===== config.mk =====
export PLATFORM = sky130hd
export DESIGN_NAME = ppu_row_sched
export DESIGN_NICKNAME = d
export VERILOG_FILES = /design/src/rtl/ppu_row_sched.sv
export SDC_FILE = /design/constraint.sdc
export NUM_CORES = 1
export LEC_CHECK = 0
export ABC_AREA = 1
export CAP_MARGIN = 15
export CORE_MARGIN = 2
export CORE_UTILIZATION = 48
export DETAILED_ROUTE_END_ITERATION = 8
export PLACE_DENSITY = 0.74
export SYNTH_ARGS = -nofsm -noshare
export SYNTH_HDL_FRONTEND = slang
export SYNTH_SLANG_ARGS = --single-unit

===== constraint.sdc =====
create_clock -name video_clk -period 1.9 [get_ports video_clk]
set_input_delay 0.285 -clock video_clk [delete_from_list [all_inputs] [get_ports video_clk]]
set_output_delay 0.285 -clock video_clk [all_outputs]
set_load 0.02 [all_outputs]

===== src/rtl/ppu_row_sched.sv =====
// ppu_row_sched -- schedules per-scanline row renders and VRAM bank flips.
//
// Ports:
//   video_clk        sole clock, rising edge
//   rst_n            asynchronous active-low reset
//   enable           level, 1 = scheduling permitted
//   vblank_start     pulse, start of vertical blank (forces VBLANK)
//   vblank_end_soon  pulse, two scanlines before first visible line
//   rowram_swap      pulse, video output swapped row buffers (row deadline)
//   render_done      pulse, renderer finished the current row
//   cpu_swap_req     level, CPU requests a VRAM bank flip
//   render_start     pulse, renderer must build render_row
//   render_row[7:0]  row index 0..239, held until the next render_start
//   vram_swap        pulse, flips the VRAM bank
//   cpu_swap_ack     four-phase acknowledge of cpu_swap_req
//   in_vblank        high while the scheduler is in VBLANK
//   overrun_count    saturating count of missed row deadlines
module ppu_row_sched (
  input  logic       video_clk,
  input  logic       rst_n,
  input  logic       enable,
  input  logic       vblank_start,
  input  logic       vblank_end_soon,
  input  logic       rowram_swap,
  input  logic       render_done,
  input  logic       cpu_swap_req,
  output logic       render_start,
  output logic [7:0] render_row,
  output logic       vram_swap,
  output logic       cpu_swap_ack,
  output logic       in_vblank,
  output logic [7:0] overrun_count
);

  localparam logic [7:0] LAST_ROW = 8'd239;

  typedef enum logic [1:0] {
    ST_VBLANK    = 2'd0,
    ST_WAIT      = 2'd1,
    ST_RENDER    = 2'd2,
    ST_FRAME_END = 2'd3
  } state_t;

  state_t     state_q, state_d;
  logic [7:0] row_cnt_q, row_cnt_d;
  logic [7:0] render_row_q, render_row_d;
  logic [7:0] overrun_q, overrun_d;
  logic       render_start_q, render_start_d;
  logic       vram_swap_q, vram_swap_d;
  logic       ack_q, ack_d;
  logic       overrun_hit;

  function automatic logic [7:0] sat_inc8(input logic [7:0] v);
    return (v == 8'hFF) ? v : v + 8'd1;
  endfunction

  // Row scheduling: next state, row counter, render command and overruns.
  always_comb begin
    state_d        = state_q;
    row_cnt_d      = row_cnt_q;
    render_row_d   = render_row_q;
    render_start_d = 1'b0;
    overrun_hit    = 1'b0;

    if (vblank_start) begin
      // Blanking wins over everything; an unfinished frame is one overrun.
      state_d     = ST_VBLANK;
      overrun_hit = (state_q == ST_WAIT) || (state_q == ST_RENDER);
    end else begin
      case (state_q)
        ST_VBLANK: begin
          if (vblank_end_soon && enable) begin
            state_d        = ST_RENDER;
            row_cnt_d      = 8'd0;
            render_row_d   = 8'd0;
            render_start_d = 1'b1;
          end
        end
        ST_WAIT: begin
          if (rowram_swap) begin
            if (enable) begin
              state_d        = ST_RENDER;
              row_cnt_d      = row_cnt_q + 8'd1;
              render_row_d   = row_cnt_q + 8'd1;
              render_start_d = 1'b1;
            end else begin
              state_d = ST_FRAME_END;
            end
          end
        end
        ST_RENDER: begin
          if (render_done) begin
            // Done is taken before a coincident swap, so a same-cycle
            // swap is an ordinary on-time start of the next row.
            if ((row_cnt_q == LAST_ROW) || !enable) begin
              state_d = ST_FRAME_END;
            end else if (rowram_swap) begin
              row_cnt_d      = row_cnt_q + 8'd1;
              render_row_d   = row_cnt_q + 8'd1;
              render_start_d = 1'b1;
            end else begin
              state_d = ST_WAIT;
            end
          end else if (rowram_swap) begin
            // Deadline missed: skip the row, keep rendering the late one.
            overrun_hit = 1'b1;
            if (row_cnt_q != LAST_ROW) begin
              row_cnt_d = row_cnt_q + 8'd1;
            end
          end
        end
        ST_FRAME_END: begin
          state_d = ST_FRAME_END;
        end
        default: begin
          state_d = ST_VBLANK;
        end
      endcase
    end

    overrun_d = overrun_hit ? sat_inc8(overrun_q) : overrun_q;
  end

  // Bank flip handshake. A flip is only granted in a VBLANK cycle that
  // also stays in VBLANK, so it can never coincide with render_start.
  always_comb begin
    vram_swap_d = 1'b0;
    ack_d       = ack_q;
    if (!ack_q) begin
      if (cpu_swap_req && (state_q == ST_VBLANK) && (state_d == ST_VBLANK)) begin
        vram_swap_d = 1'b1;
        ack_d       = 1'b1;
      end
    end else if (!cpu_swap_req) begin
      ack_d = 1'b0;
    end
  end

  always_ff @(posedge video_clk or negedge rst_n) begin
    if (!rst_n) begin
      state_q        <= ST_VBLANK;
      row_cnt_q      <= 8'd0;
      render_row_q   <= 8'd0;
      render_start_q <= 1'b0;
      vram_swap_q    <= 1'b0;
      ack_q          <= 1'b0;
      overrun_q      <= 8'd0;
    end else begin
      state_q        <= state_d;
      row_cnt_q      <= row_cnt_d;
      render_row_q   <= render_row_d;
      render_start_q <= render_start_d;
      vram_swap_q    <= vram_swap_d;
      ack_q          <= ack_d;
      overrun_q      <= overrun_d;
    end
  end

  assign render_start  = render_start_q;
  assign render_row    = render_row_q;
  assign vram_swap     = vram_swap_q;
  assign cpu_swap_ack  = ack_q;
  assign in_vblank     = (state_q == ST_VBLANK);
  assign overrun_count = overrun_q;

endmodule


==> summary.md <==
| Metric | Value |
|---|---|
| Final total power | 2.576 mW |
| CP max FO | 6 |
| Clk pwr share | 0.193 |
| Fill count | 307 |
| Clock sinks | 29 |
| GRT Total Usage | 0.1885 |
| Final Util | 0.6183 |
| Post-place instance area | 0.001972 sq mm |
| Setup CP Type | reg2out |
| First-pass GRT wire length | 5.720 mm |
| Worst-Margin Slew | 0.3613 ns |
| Worst Setup End Kind | primary output |
| Sequential element share of the synthesized area | 0.4394 |
| Fraction of power consumed by combinational cells | 0.465 |
| I/O pin count | 28 |
| DP HPWL | 2.444 mm |
| Share of cells above drive strength 1 | 0.1203 |
| WHS | 0.3112 ns |
| Yosys cell types | 25 |
| Post-Syn Instances | 207 |
| Pint | 1.511 mW |
| Placed insts | 280 |
| Die ar. | 0.003926 sq mm |
| Worst ir drop on vdd | 769.7 uV |
| Synth Net Count | 222 |
| First drt pass iteration count | 4 |
| Flop pwr share | 0.342 |
| IO buf count | 27 |
| Switching part of the total | 0.4133 |
| CTS Buf Count | 5 |
| Skew-Pair Late Insertion Delay | 0.34 ns |
| Synthesis-stage register bit count | 29 |
| Post-route cell area | 0.002047 sq mm |
| Setup-failing EPs final | 0 |
| Antenna violations before repair | 0 |
| P_sw | 1.065 mW |
| Slew HR | 0.7591 |
| Initial Util | 0.4989 |
| H-tree lvl count | 2 |
| DR vias/cell | 4.927 |
| Drt wl/cell | 11.48 um |
| Synth area leaders | dfrtp_1, nand2_1, inv_1 |
| Finished Layout Cells | 287 |
| Maximum clock frequency | 0.5522 GHz |
| Pleak | 1.012 nW |
| Site Rows | 21 |
| YS warnings | 0 |
| CP startpoint kind | flip-flop |
| Max Cap Viol | 0 |
| Core ar. | 0.003311 sq mm |
| Antenna Nets Post-Route | 0 |
| Post-layout min period | 1.811 ns |
| Height of the die | 62.66 um |
| Post-synthesis average cell area | 7.979 sq um |
| Fin Setup TNS | 0 ns |
| Setup ws final | 0.08893 ns |
| Total Wirelength | 3.295 mm |
| Largest net degree at the start of global routing | 30 |
| Area of the multi-input gates | 799.5 sq um |
| Root buffer cell | clkbuf_4 |
| Vias | 1,414 |
| Mapped Area | 0.001652 sq mm |
| Reg clk slew, reported paths | 0.09 ns |
| GPL Wtd Cong | 0.9018 |
| Run status | completed |
| Leading area contributor after synthesis | dfrtp_1 |
| Global route overflow | 0 |
| Worst path arrival time | 1.53 ns |
| Clk buf depth | 2 |
| CTS tree | built |
| Reg area | 725.7 sq um |
| Dpl ws | 0.1701 ns |
| Clock skew | 0.005037 ns |
| Final nets | 256 |
| Post-cts hold buffer count | 0 |
| Die X | 62.66 um |
| P&R area growth vs syn | 23.94% |
| Antenna Cells | 0 |
| RSZ-0062 raised after global routing | no |
| DR iter-0 viols | 101 |
| Final hold vios | 0 |
| Worst Path Required | 1.62 ns |
| Final Max Slew Viols | 0 |
| Hold Crit Class | in2async |
| DRC | 0 |
| PwrDens | 1258 mW/mm^2 |
| Vias in the first global route | 1,288 |
| Period utilization | 0.9532 |
| Synth top area share | 0.4394 |
## final timing paths
| check | slack, ns | to | cells past startpoint | startpoint |
|---|---|---|---|---|
| setup / recovery | 0.09 | in_vblank | 3 | state_q[0] |
| hold / removal | 0.31 | render_row[0] | 2 | rst_n |
| setup reg to reg | 0.23 | overrun_count[5] | 9 | state_q[0] |
| hold reg to reg | 0.49 | render_row[6] | 2 | render_row[6] |
| max in group asynchronous | 1.32 | render_row[6] | 2 | rst_n |
| min in group video_clk | 0.49 | render_row[6] | 2 | render_row[6] |
## registers in the layout (all words and copies together) (netlist names)
name	flops
row_cnt_q	8
overrun_count	8
cpu_swap_ack	1
render_start	1
state_q	2
vram_swap	1
render_row	8
## per-layer routing
layer / vias to the layer above / routed length, um / track usage
li1: 731 / - / -
met1: 645 / 1593 / 0.2521
met2: 32 / 1446 / 0.2769
met3: 6 / 184 / 0.04865
met4: 0 / 70 / 0.1083
met5: - / 0 / 0
## cell usage after synthesis
master,number
a31o_2,1
o21ai_2,6
a21boi_0,1
o21ai_0,9
a31oi_1,2
nor2_2,3
buf_6,2
nand3b_1,3
nand2_4,3
nand2_1,59
o21ai_1,6
xnor2_1,1
xor2_1,4
clkinv_2,1
nor3_1,1
nand3_1,14
nand2_2,3
inv_1,27
a21oi_1,7
nor2_1,13
ha_1,7
dfrtp_1,29
nand4_1,3
or2_2,1
nand3_2,1
## power groups by stage
stage,logic (mW),registers (mW),clock network (mW)
detailed placement,1.20,0.895,0
global placement,1.20,0.891,0
CTS,1.20,0.884,0.509
floorplan,0.702,1.00,0
global route,1.34,0.910,0.534
finish,1.20,0.881,0.496
## cell usage in the layout (no fill, tap or decap), types with 4 or more instances in the layout
master,count
a21oi_1,7
clkbuf_4,5
clkdlybuf4s50_1,26
dfrtp_1,29
ha_1,6
inv_1,27
nand2_1,59
nand3_1,14
nor2_1,13
o21ai_0,9
o21ai_1,6
o21ai_2,6
xor2_1,4
## area by class of cell
cell class / instances / area share
Multi-Input combinational cell: 148 / 0.3906
Timing Repair Buffer: 29 / 0.1394
Sequential cell: 29 / 0.3545
Tap cell: 46 / 0.02812
Clock buffer: 5 / 0.01834
Clock inverter: 2 / 0.01711
Inverter: 28 / 0.05196
## critical path, cell delays in order, from the launching register on
cell	delay, ns
dfrtp_1	0.43
inv_1	0.14
ha_1	0.28
clkdlybuf4s15_1	0.34
## cells by family (layout without fill, tap and decap cells)
| logic type | after synthesis | in the layout | synth area share |
|---|---|---|---|
| xor gates and xnor gates | 5 | 5 | 0.02651 |
| AOI/OAI and AO/OA | 32 | 32 | 0.1159 |
| and+or+nand+nor | 104 | 104 | 0.2871 |
| buffers and inverters | 30 | 64 | 0.07803 |
| DFF | 29 | 29 | 0.4394 |
| adders and majority gates | 7 | 7 | 0.05303 |
## timing repair
item                       CTS  global route
setup endpoints to repair    1             2
resized for setup            1             2
cloned                       0             0
buffers inserted             0             0
Power figures use the tool's default switching activity.
